[config.mk]
export PLATFORM = sky130hd
export DESIGN_NAME = pipe_stall_ctrl
export DESIGN_NICKNAME = d
export VERILOG_FILES = /design/src/rtl/pipe_stall_ctrl.sv
export SDC_FILE = /design/constraint.sdc
export NUM_CORES = 1
export LEC_CHECK = 0
export ABC_AREA = 1
export CORE_ASPECT_RATIO = 0.9
export CORE_MARGIN = 3
export CORE_UTILIZATION = 41
export CTS_CLUSTER_SIZE = 20
export DETAILED_ROUTE_END_ITERATION = 8
export PLACE_DENSITY = 0.68
export SLEW_MARGIN = 30
export SYNTH_ARGS = -nofsm -noshare
export SYNTH_HDL_FRONTEND = slang
export SYNTH_SLANG_ARGS = --single-unit
[constraint.sdc]
create_clock -name clk -period 3.5 [get_ports clk]
set_clock_uncertainty 0.2 [all_clocks]
set_input_delay 0.7 -clock clk [delete_from_list [all_inputs] [get_ports clk]]
set_output_delay 0.7 -clock clk [all_outputs]
set_load 0.1 [all_outputs]
[src/rtl/pipe_stall_ctrl.sv]
// Hazard/stall sequencer for the 5-stage pipeline: register enables, bubble controls,
// memory-wait freeze with watchdog, and a saturating stall-cycle counter.
module pipe_stall_ctrl #(
   parameter int unsigned TIMEOUT = 1024,
   parameter int unsigned TO_W    = 11,
   parameter int unsigned CNT_W   = 32
) (
   input  logic             clk,
   input  logic             rst,
   input  logic             im_req,
   input  logic             im_ack,
   input  logic             dm_req,
   input  logic             dm_ack,
   input  logic             load_use,
   input  logic             br_taken,
   output logic             pc_en,
   output logic             ifid_en,
   output logic             idex_en,
   output logic             exmem_en,
   output logic             memwb_en,
   output logic             ifid_flush,
   output logic             idex_flush,
   output logic             bus_err,
   output logic [CNT_W-1:0] stall_cnt
);

   typedef enum logic [1:0] {StRun, StWait, StErr} state_e;

   state_e            state_q, state_d;
   logic [TO_W-1:0]   wait_cnt_q, wait_cnt_d;
   logic              im_out_q, dm_out_q;
   logic [CNT_W-1:0]  stall_cnt_q;
   logic              im_busy, dm_busy, mem_busy;

   // An ack in the same cycle as its request never stalls.
   assign im_busy  = (im_req | im_out_q) & ~im_ack;
   assign dm_busy  = (dm_req | dm_out_q) & ~dm_ack;
   assign mem_busy = im_busy | dm_busy;

   always_ff @(posedge clk or posedge rst) begin
      if (rst) begin
         state_q    <= StRun;
         wait_cnt_q <= '0;
         im_out_q   <= 1'b0;
         dm_out_q   <= 1'b0;
      end else begin
         state_q    <= state_d;
         wait_cnt_q <= wait_cnt_d;
         im_out_q   <= im_ack ? 1'b0 : (im_req ? 1'b1 : im_out_q);
         dm_out_q   <= dm_ack ? 1'b0 : (dm_req ? 1'b1 : dm_out_q);
      end
   end

   always_comb begin
      state_d    = state_q;
      wait_cnt_d = wait_cnt_q;
      unique case (state_q)
         StRun: begin
            if (mem_busy) begin
               state_d    = StWait;
               wait_cnt_d = TO_W'(1);
            end
         end
         StWait: begin
            if (!mem_busy) begin
               state_d    = StRun;
               wait_cnt_d = '0;
            end else if (wait_cnt_q == TO_W'(TIMEOUT)) begin
               state_d = StErr;
            end else begin
               wait_cnt_d = wait_cnt_q + TO_W'(1);
            end
         end
         StErr:   state_d = StErr;
         default: state_d = StRun;
      endcase
   end

   always_comb begin
      pc_en      = 1'b1;
      ifid_en    = 1'b1;
      idex_en    = 1'b1;
      exmem_en   = 1'b1;
      memwb_en   = 1'b1;
      ifid_flush = 1'b0;
      idex_flush = 1'b0;
      if (rst || state_q == StErr || mem_busy) begin
         pc_en    = 1'b0;
         ifid_en  = 1'b0;
         idex_en  = 1'b0;
         exmem_en = 1'b0;
         memwb_en = 1'b0;
      end else if (br_taken) begin
         // Redirect squashes the younger instructions, so load_use is moot here.
         ifid_flush = 1'b1;
         idex_flush = 1'b1;
      end else if (load_use) begin
         pc_en      = 1'b0;
         ifid_en    = 1'b0;
         idex_flush = 1'b1;
      end
   end

   assign bus_err = (state_q == StErr);

   always_ff @(posedge clk or posedge rst) begin
      if (rst) begin
         stall_cnt_q <= '0;
      end else if (!memwb_en && stall_cnt_q != {CNT_W{1'b1}}) begin
         stall_cnt_q <= stall_cnt_q + CNT_W'(1);
      end
   end

   assign stall_cnt = stall_cnt_q;

endmodule

Yosys cells after proc, flatten, opt, wreduce, memory -nomap -nowiden --
Cells that the tools add are included.
Storage, ports and cells: output and inout port bits 40, bits in registers 47, word-level logic and storage cells 51, input port bits 8
Operators by class: eq/ne operators 7, reduce and logical (&&, ||, !) cells 9, add/subtract/negate cells 2, bitwise logic cells 7, mux-type cells 21
Operators with widths (number):
- $mux W11 | 3
- $add A32 B1 Y32 const B | 1
- $ne A32 B32 Y1 const B | 1
- $pmux W11 S2 | 1
- $mux W1 | 13
- $add A11 B1 Y11 const B | 1
- $eq A11 B11 Y1 const B | 1
- $mux W2 | 3
- $ne A3 B3 Y1 const B | 2
- $pmux W2 S3 | 1
- $reduce_bool A2 Y1 | 3
- $or A1 B1 Y1 | 3
- $reduce_and A3 Y1 | 1
- $and A1 B1 Y1 | 2
- $eq A2 B1 Y1 const B | 1
- $eq A2 B2 Y1 const B | 1
- $logic_not A2 Y1 | 1
- $logic_or A1 B1 Y1 | 2
- $ne A2 B2 Y1 const B | 1
- $not A1 Y1 | 2
- $reduce_and A2 Y1 | 1
- $logic_and A1 B1 Y1 | 1

Longest topological paths before layout --
Gate-level depths: netlist of run 1.
depth in word-level cells 5, mapped depth 11, gate-level depth less buffers 10

Worst setup path after synthesis of run 1 --
Ideal clock, no wire load.
kind in2out, start point in rst, end point out pc_en, setup slack -3.233 ns, data arrival time 5.833 ns, required time 2.600 ns, cell stages on the path 6, buffers on the path 1, cell sequence inv_1 -> nand2_1 -> nor2_1 -> inv_1 -> a21oi_1 -> buf_4
On the way: word-level cells in the longest chain between the ends 3
RTL lines:
- start, declared | RTL line 9 | input logic rst,
- $logic_or A1 B1 Y1 (2 in a row) | RTL line 87 | if (rst || state_q == StErr || mem_busy) begin
- $mux W1
- end, declared | RTL line 16 | output logic pc_en,
No other way between the ends.

Worst setup path after layout of run 1 --
start point in dm_ack, end point out pc_en
On the way: word-level cells in the longest chain between the ends 5
RTL lines:
- start, declared | RTL line 13 | input logic dm_ack,
- $not A1 Y1 | RTL line 37 | assign dm_busy = (dm_req | dm_out_q) & ~dm_ack;
- $and A1 B1 Y1 | RTL line 37
- $or A1 B1 Y1 | RTL line 38 | assign mem_busy = im_busy | dm_busy;
- $logic_or A1 B1 Y1 | RTL line 87
- $mux W1 | RTL line 87
No other way between the ends.

==> results of run 1 <==
-- layout by cell type, fill, tap and decap left out, types with 7 or more instances in the layout --
master,instances
sky130_fd_sc_hd__inv_1,47
sky130_fd_sc_hd__nand3_1,25
sky130_fd_sc_hd__xor2_1,10
sky130_fd_sc_hd__buf_4,35
sky130_fd_sc_hd__buf_12,7
sky130_fd_sc_hd__dfrtp_1,47
sky130_fd_sc_hd__o21ai_0,7
sky130_fd_sc_hd__nand4_1,9
sky130_fd_sc_hd__nand2_1,225
sky130_fd_sc_hd__nand2_2,10
sky130_fd_sc_hd__clkdlybuf4s50_1,7
sky130_fd_sc_hd__nor2_1,61
-- flip-flops by register name, summed over array words and instances (netlist names) --
register    flops
wait_cnt_q     11
state_q         2
stall_cnt      32
im_out_q        1
dm_out_q        1
-- cell type report --
cell class / count / area, um^2 / area share [%]
well taps: 93 / 116.4 / 3.099
inverters: 50 / 196.4 / 5.232
clock buffers: 6 / 72.57 / 1.933
multi-input cells: 376 / 1708 / 45.48
clock inverters: 2 / 12.51 / 0.3332
repair buffers: 49 / 473.0 / 12.60
flip-flops and latches: 47 / 1176 / 31.32
-- critical path, stage by stage --
cell	delay [ps]
sky130_fd_sc_hd__clkdlybuf4s50_1	450
sky130_fd_sc_hd__o21bai_1	120
sky130_fd_sc_hd__nand2_1	130
sky130_fd_sc_hd__nor2_4	240
sky130_fd_sc_hd__inv_1	230
sky130_fd_sc_hd__a21oi_4	240
sky130_fd_sc_hd__buf_12	200
-- metrics by stage --
step	util [%]	setup slack (ps)	instance area (um^2)
after floorplan	-	-642.5	3181
after global placement	50.57	321.7	3670
after detailed placement	50.57	268.3	3670
after CTS	51.74	267.7	3755
after global routing	51.74	178.4	3755
final	51.74	295.4	3755
-- where the power goes --
part           total [mW]  internal [mW]  switching [mW]
Combinational      0.0300         0.0108          0.0192
Clock               0.320          0.140           0.180
Sequential          0.544          0.544        0.000463
-- routing by layer --
metal  track usage (%)  up-vias
met5                 0        -
met4             3.350        0
met3             4.056        2
met2             27.93       58
met1             26.51     1337
li1                  -     1567
-- logic make-up (layout without fill, tap and decap cells) --
logic type	count (synthesis)	count (layout)	synth area share [%]
AND/OR/NAND/NOR	343	343	45.53
flip-flops	47	47	37.35
adder cells (fa/ha/maj)	3	3	1.192
buffers and inverters	61	107	9.177
XOR/XNOR	13	13	3.615
AO/OA/AOI/OAI	17	17	3.139
-- path summary, 6_finish.rpt --
kind,from,endpoint,slack [ps],depth (start not counted)
max,dm_ack,pc_en,300,7
min,im_out_q$_DFFE_PP0P_,im_out_q$_DFFE_PP0P_,290,2
max reg2reg,stall_cnt[0]$_DFFE_PP0P_,stall_cnt[23]$_DFFE_PP0P_,1280,10
min reg2reg,im_out_q$_DFFE_PP0P_,im_out_q$_DFFE_PP0P_,290,2
max in group asynchronous,rst,stall_cnt[23]$_DFFE_PP0P_,1950,3
min in group asynchronous,rst,stall_cnt[10]$_DFFE_PP0P_,740,3
==> impl_metrics.prom, run 1 <==
# TYPE chip_impl_metric gauge
chip_impl_info{name="synth_largest_area_cell",value="sky130_fd_sc_hd__dfrtp_1"} 1
chip_impl_metric{name="vdd_drop_max",unit="mV"} 0.1625
chip_impl_metric{name="postSynthCellCount",unit=""} 484
chip_impl_metric{name="detailroute.wirelength.met2",unit="um"} 3226
chip_impl_info{name="postSynth.topFlopCell",value="sky130_fd_sc_hd__dfrtp_1"} 1
chip_impl_metric{name="flow.area_growth_from_synthesis",unit="%"} 19.23
chip_impl_metric{name="power_leakage",unit="nW"} 1.886
chip_impl_info{name="most_frequent_cell_after_synthesis",value="sky130_fd_sc_hd__nand2_1"} 1
chip_impl_metric{name="final_period_minus_worst_setup_slack",unit="ps"} 3205
chip_impl_metric{name="die-area",unit="um^2"} 8770
chip_impl_metric{name="initialDrtViolationCount",unit=""} 222
chip_impl_metric{name="max_freq",unit="GHz"} 0.3120
chip_impl_metric{name="grt_max_degree",unit=""} 48
chip_impl_info{name="cts.root.buffer_cell",value="sky130_fd_sc_hd__clkbuf_8"} 1
chip_impl_metric{name="clk_pin_slew",unit="ps"} 80
chip_impl_metric{name="antenna_found_initial",unit=""} 0
chip_impl_metric{name="yosysTopAreaCellShare",unit="%"} 37.35
chip_impl_metric{name="crit_arrival",unit="ps"} 2300
chip_impl_metric{name="dp_hpwl",unit="um"} 5674
chip_impl_metric{name="placement_rows",unit=""} 29
chip_impl_metric{name="hold_violations",unit=""} 0
chip_impl_metric{name="firstDrtPassIters",unit=""} 5
chip_impl_metric{name="detail_route.wirelength.met1",unit="um"} 3630
chip_impl_metric{name="route.final.wire_length",unit="um"} 7361
chip_impl_metric{name="drive_gt1_share",unit="%"} 14.34
chip_impl_info{name="worst-setup-path-type",value="in2out"} 1
chip_impl_metric{name="post-layout-total-power",unit="uW"} 894.1
chip_impl_metric{name="critical_path_data_required_time",unit="ps"} 2600
chip_impl_metric{name="remaining_drc_errors",unit=""} 0
chip_impl_metric{name="first_global_vias",unit=""} 2645
chip_impl_metric{name="start_util",unit="%"} 43.40
chip_impl_metric{name="met3_length",unit="um"} 475
chip_impl_metric{name="drt-wirelength-per-cell",unit="um"} 11.82
chip_impl_metric{name="nFillCells",unit=""} 750
chip_impl_metric{name="max-cap-violations",unit=""} 0
chip_impl_info{name="tritoncts",value="yes"} 1
chip_impl_metric{name="cts_buffers",unit=""} 5
chip_impl_metric{name="maxSlewHeadroom",unit="%"} 60.32
chip_impl_metric{name="detailroute.via_count",unit=""} 2964
chip_impl_metric{name="number_of_antenna_cells_inserted",unit=""} 0
chip_impl_metric{name="synth.ff_latch_count",unit=""} 47
chip_impl_metric{name="mean_number_of_vias_per_cell",unit=""} 4.758
chip_impl_metric{name="report.final.slew_viol_count",unit=""} 0
chip_impl_metric{name="port_buffers",unit=""} 47
chip_impl_metric{name="chipWidth",unit="um"} 98.38
chip_impl_metric{name="setup_tns",unit="ps"} 0
chip_impl_metric{name="placed_cells_incl_taps",unit=""} 615
chip_impl_metric{name="cts_max_level",unit=""} 2
chip_impl_metric{name="timing_worst_slew_pin_value",unit="ps"} 595.2
chip_impl_metric{name="power_per_cell_area",unit="nW/um^2"} 238.1
chip_impl_metric{name="portion_of_the_post_synthesis_area_used_by_sequential_elements",unit="%"} 37.35
chip_impl_metric{name="fin_nets",unit=""} 540
chip_impl_info{name="synth.top_cells.by_count",value="sky130_fd_sc_hd__nand2_1 (225), sky130_fd_sc_hd__nor2_1 (64), sky130_fd_sc_hd__inv_1 (48)"} 1
chip_impl_metric{name="crit_fanout",unit=""} 5
chip_impl_metric{name="tritoncts_num_sinks",unit=""} 47
chip_impl_info{name="start_kind",value="input port"} 1
chip_impl_metric{name="synth.yosys.warnings",unit=""} 0
chip_impl_metric{name="largest_buffer_count_on_any_clock_path",unit=""} 2
chip_impl_metric{name="async_flop_share",unit="%"} 100.0
chip_impl_metric{name="fin_worst_hold_slack",unit="ps"} 293.3
chip_impl_metric{name="distinct_cells_synth",unit=""} 30
chip_impl_metric{name="grt_overflow",unit=""} 0
chip_impl_metric{name="postCtsSetupRepairBufs",unit=""} 0
chip_impl_metric{name="ctsResizeCount",unit=""} 0
chip_impl_info{name="maxUsedRoutingLayer",value="met4"} 1
chip_impl_metric{name="layout.cells.non_filler",unit=""} 623
chip_impl_metric{name="holdBufCountCts",unit=""} 0
chip_impl_metric{name="number_of_enable_flip_flop_cells_after_synthesis",unit=""} 0
chip_impl_metric{name="final_min_period_over_clock_period",unit="%"} 91.56
chip_impl_metric{name="io_pins",unit=""} 48
chip_impl_info{name="setup.worst_path.end_class",value="primary output"} 1
chip_impl_metric{name="syn-cell-area",unit="um^2"} 3149
chip_impl_metric{name="grt_first_pass_wirelength",unit="um"} 12850
chip_impl_info{name="timing.hold.worst.class",value="reg2reg"} 1
chip_impl_metric{name="mappedNetlistNets",unit=""} 495
chip_impl_metric{name="setup_viol",unit=""} 0
chip_impl_metric{name="clk-insertion-delay-late",unit="ps"} 300
chip_impl_metric{name="grtUsageTotal",unit="%"} 18.12
chip_impl_info{name="synth.area.top_cells",value="sky130_fd_sc_hd__dfrtp_1 (37%), sky130_fd_sc_hd__nand2_1 (27%), sky130_fd_sc_hd__nor2_1 (7.6%)"} 1
chip_impl_metric{name="detail-route-antenna-nets",unit=""} 0
chip_impl_metric{name="die_height",unit="um"} 89.15
chip_impl_info{name="unrepaired_setup_endpoints_after_global_routing",value="no"} 1
chip_impl_metric{name="floorplan.core_area",unit="um^2"} 7257
chip_impl_metric{name="gpl.final_weighted_congestion",unit=""} 0.8628
chip_impl_metric{name="avgSynthCellArea",unit="um^2"} 6.507
chip_impl_info{name="result_of_the_run",value="complete, no violations"} 1
Note: power is estimated with default switching activity, not from simulation.
==> run 2, diff against run 1 <==
--- a/config.mk
+++ b/config.mk
@@ -12,6 +12,7 @@
 export CTS_CLUSTER_SIZE = 20
 export DETAILED_ROUTE_END_ITERATION = 8
 export PLACE_DENSITY = 0.68
+export SKIP_CTS_REPAIR_TIMING = 1
 export SLEW_MARGIN = 30
 export SYNTH_ARGS = -nofsm -noshare
 export SYNTH_HDL_FRONTEND = slang
==> results of run 2 <==
Final layout, timing and power as in run 1 (identical DEF).
==> run 3, diff against run 2 <==
--- a/config.mk
+++ b/config.mk
@@ -5,13 +5,11 @@
 export SDC_FILE = /design/constraint.sdc
 export NUM_CORES = 1
 export LEC_CHECK = 0
-export ABC_AREA = 1
 export CORE_ASPECT_RATIO = 0.9
-export CORE_MARGIN = 3
 export CORE_UTILIZATION = 41
 export CTS_CLUSTER_SIZE = 20
 export DETAILED_ROUTE_END_ITERATION = 8
-export PLACE_DENSITY = 0.68
+export PLACE_DENSITY = 0.71
 export SKIP_CTS_REPAIR_TIMING = 1
 export SLEW_MARGIN = 30
 export SYNTH_ARGS = -nofsm -noshare
==> impl_metrics.prom, run 3 <==
# TYPE chip_impl_metric gauge
chip_impl_info{name="result_of_the_run",value="complete, no violations"} 1
chip_impl_metric{name="clk_pin_slew",unit="ps"} 80
chip_impl_metric{name="globalRouteMet1Util",unit="%"} 27.66
chip_impl_info{name="min-delay-start",value="wait_cnt_q[10]$_DFFE_PP0P_"} 1
chip_impl_metric{name="post-layout-total-power",unit="mW"} 1.609
chip_impl_info{name="cts.root.buffer_cell",value="sky130_fd_sc_hd__clkbuf_8"} 1
chip_impl_metric{name="async_flop_share",unit="%"} 100.0
chip_impl_metric{name="critical_path_data_required_time",unit="ps"} 2600
chip_impl_metric{name="grt_overflow",unit=""} 0
chip_impl_info{name="capture_point_of_the_worst_reg_to_reg_path",value="stall_cnt[30]$_DFFE_PP0P_"} 1
chip_impl_metric{name="r2r_slack",unit="ps"} 1180
chip_impl_metric{name="global_routing_met2_resource_utilization",unit="%"} 25.90
chip_impl_metric{name="detail-route-antenna-nets",unit=""} 0
chip_impl_metric{name="drive_gt1_share",unit="%"} 20.91
chip_impl_metric{name="cts_buffers",unit=""} 5
chip_impl_metric{name="cts_max_level",unit=""} 2
chip_impl_metric{name="yosysTopAreaCellShare",unit="%"} 49.21
chip_impl_metric{name="drt-wirelength-per-cell",unit="um"} 14.39
chip_impl_info{name="rr_startpoint",value="dm_out_q$_DFFE_PP0P_"} 1
chip_impl_info{name="tritoncts",value="yes"} 1
chip_impl_metric{name="die_height",unit="um"} 74.43
chip_impl_metric{name="mean_number_of_vias_per_cell",unit=""} 5.483
chip_impl_metric{name="postSynthCellCount",unit=""} 237
chip_impl_metric{name="max_freq",unit="GHz"} 0.3040
chip_impl_metric{name="remaining_drc_errors",unit=""} 0
chip_impl_metric{name="avgSynthCellArea",unit="um^2"} 10.08
chip_impl_metric{name="grtUsageTotal",unit="%"} 18.46
chip_impl_metric{name="start_util",unit="%"} 43.91
chip_impl_info{name="busiest_layer",value="met1"} 1
chip_impl_metric{name="holdPathStages",unit=""} 1
chip_impl_metric{name="timing_worst_slew_pin_value",unit="ps"} 670.7
chip_impl_metric{name="crit_fanout",unit=""} 6
chip_impl_metric{name="layout.core_utilization",unit="%"} 54.97
chip_impl_metric{name="initialDrtViolationCount",unit=""} 164
chip_impl_metric{name="hold_violations",unit=""} 0
chip_impl_metric{name="final_min_period_over_clock_period",unit="%"} 93.98
chip_impl_metric{name="grt_max_degree",unit=""} 42
chip_impl_info{name="start_kind",value="input port"} 1
chip_impl_info{name="cell_breakdown_of_the_critical_path",value="clkdlybuf4s50_1 -> o21bai_1 -> inv_2 -> nor2_1 -> nand3_1 -> a21oi_2 -> buf_12"} 1
chip_impl_metric{name="portion_of_the_post_synthesis_area_used_by_sequential_elements",unit="%"} 49.21
chip_impl_metric{name="firstDrtPassIters",unit=""} 4
chip_impl_info{name="hold-path-endpoint",value="wait_cnt_q[10]$_DFFE_PP0P_"} 1
chip_impl_metric{name="fin_nets",unit=""} 299
chip_impl_metric{name="floorplan.core_area",unit="um^2"} 5443
chip_impl_metric{name="power_per_cell_area",unit="nW/um^2"} 537.7
chip_impl_metric{name="power_leakage",unit="nW"} 1.359
chip_impl_metric{name="flow.area_growth_from_synthesis",unit="%"} 25.18
chip_impl_metric{name="use_met3",unit="%"} 4.663
chip_impl_metric{name="clk-insertion-delay-late",unit="ps"} 290
chip_impl_metric{name="crit_path_max_incr_delay",unit="ps"} 400
chip_impl_metric{name="io_pins",unit=""} 48
chip_impl_metric{name="die-area",unit="um^2"} 6139
chip_impl_metric{name="final_period_minus_worst_setup_slack",unit="ps"} 3289
chip_impl_metric{name="gpl.final_weighted_congestion",unit=""} 0.7993
chip_impl_metric{name="dp_hpwl",unit="um"} 3759
chip_impl_info{name="synth_largest_area_cell",value="sky130_fd_sc_hd__dfrtp_1"} 1
chip_impl_metric{name="fin_worst_hold_slack",unit="ps"} 288.3
chip_impl_metric{name="port_buffers",unit=""} 47
chip_impl_info{name="postSynth.topFlopCell",value="sky130_fd_sc_hd__dfrtp_1"} 1
chip_impl_metric{name="timing.reg2reg.worst_path_depth",unit=""} 8
chip_impl_metric{name="chipWidth",unit="um"} 82.48
chip_impl_metric{name="placed_cell_area",unit="um^2"} 2919
chip_impl_info{name="critical_path.slowest_cell",value="sky130_fd_sc_hd__clkdlybuf4s50_1"} 1
chip_impl_metric{name="antenna_found_initial",unit=""} 0
chip_impl_metric{name="first_global_vias",unit=""} 1766
chip_impl_metric{name="report.final.slew_viol_count",unit=""} 0
chip_impl_metric{name="placement_rows",unit=""} 25
chip_impl_metric{name="number_of_antenna_cells_inserted",unit=""} 0
chip_impl_metric{name="crit_arrival",unit="ps"} 2390
chip_impl_info{name="mostFrequentLayoutCell",value="sky130_fd_sc_hd__dfrtp_1"} 1
chip_impl_info{name="synth.top_cells.by_count",value="sky130_fd_sc_hd__dfrtp_1 (47), sky130_fd_sc_hd__nand3_1 (24), sky130_fd_sc_hd__xnor2_1 (21)"} 1
chip_impl_info{name="worst-setup-path-type",value="in2out"} 1
chip_impl_metric{name="vdd_drop_max",unit="mV"} 0.3791
chip_impl_metric{name="number_of_enable_flip_flop_cells_after_synthesis",unit=""} 0
chip_impl_metric{name="synth.yosys.warnings",unit=""} 0
chip_impl_metric{name="stdcell_area",unit="um^2"} 2992
chip_impl_metric{name="largest_buffer_count_on_any_clock_path",unit=""} 2
chip_impl_metric{name="max-cap-violations",unit=""} 0
chip_impl_info{name="most-common-layout-cells",value="sky130_fd_sc_hd__dfrtp_1 (47), sky130_fd_sc_hd__buf_4 (34), sky130_fd_sc_hd__nand3_1 (24)"} 1
chip_impl_metric{name="largest_register_ffs",unit=""} 32
chip_impl_metric{name="maxSlewHeadroom",unit="%"} 55.09
chip_impl_info{name="unrepaired_setup_endpoints_after_global_routing",value="no"} 1
chip_impl_metric{name="route.final.wire_length",unit="um"} 5094
chip_impl_info{name="timing.hold.worst.class",value="reg2reg"} 1
chip_impl_info{name="synth.area.top_cells",value="sky130_fd_sc_hd__dfrtp_1 (49%), sky130_fd_sc_hd__xnor2_1 (7.7%), sky130_fd_sc_hd__nand3_1 (5.0%)"} 1
chip_impl_metric{name="detailroute.via_count",unit=""} 1941
chip_impl_metric{name="mappedNetlistNets",unit=""} 248
chip_impl_metric{name="grt_first_pass_wirelength",unit="um"} 8473
chip_impl_info{name="setup.worst_path.end_class",value="primary output"} 1
chip_impl_metric{name="setup_viol",unit=""} 0
chip_impl_metric{name="synth.ff_latch_count",unit=""} 47
chip_impl_metric{name="distinct_cells_synth",unit=""} 43
chip_impl_metric{name="syn-cell-area",unit="um^2"} 2390
chip_impl_info{name="most_frequent_cell_after_synthesis",value="sky130_fd_sc_hd__dfrtp_1"} 1
chip_impl_metric{name="tritoncts_num_sinks",unit=""} 47
run 3: changes by cell type in the layout (fill, tap and decap cells not counted), sizes merged, moves of 3 or more:
cell    previous run  this run
nor2              70        23
nand2b             0         3
a21oi              2         6
nor4               0         4
inv               49        11
nand4              9        14
nor3               0         8
xnor2              3        21
nand2            238        10
and3               0         8
run 3: final cells by class:
type / instances / area, um^2
clock buffers: 6 / 72.57
flip-flops and latches: 47 / 1176
inverters: 12 / 48.80
repair buffers: 48 / 465.4
fillers: 493 / 2451
well taps: 67 / 83.83
multi-input cells: 174 / 1145
run 3: kinds of logic after synthesis:
group	count (synthesis)	share of synthesized area [%]
mux	4	1.780
flops	47	49.21
buf+inv	16	3.036
xor+xnor	32	11.73
compound gates	31	8.377
simple gates	104	24.29
fa+ha+maj	3	1.571
run 3: where the power goes:
| part | total, mW | internal (mW) | switching (mW) |
|---|---|---|---|
| clock network | 0.297 | 0.133 | 0.164 |
| registers | 0.666 | 0.596 | 0.0693 |
| logic | 0.646 | 0.156 | 0.491 |
run 3: worst max path at each step:
stage | from | endpoint | slack (ps) | cells past startpoint
floorplan | rst | pc_en | -310 | 4
global placement | im_req | ifid_en | 260 | 7
detailed placement | im_req | pc_en | 210 | 7
CTS | im_req | pc_en | 210 | 7
global route | im_req | pc_en | 20 | 7
finish | im_req | pc_en | 210 | 7
run 3: stage by stage:
stage | worst slack [ps] | std cells | TNS (ps)
2_1_floorplan | -314.9 | 237 | -861.6
3_3_place_gp | 264.7 | 348 | 0
3_5_place_dp | 214.6 | 348 | 0
4_1_cts | 208.2 | 354 | 0
5_1_grt | 20.66 | 354 | 0
6_report | 210.7 | 354 | 0
run 3: routing by layer:
layer | part of all wire (%) | up-vias
met3 | 6.3 | 4
met4 | 1.2 | 0
met5 | 0 | -
met1 | 50 | 937
met2 | 42 | 50
li1 | - | 950
run 3: worst max-delay path: cells and delay by family:
| kind | cells | cell delay [ps] |
|---|---|---|
| compound gates | 2 | 550 |
| buf+inv | 3 | 720 |
| simple gates | 2 | 410 |
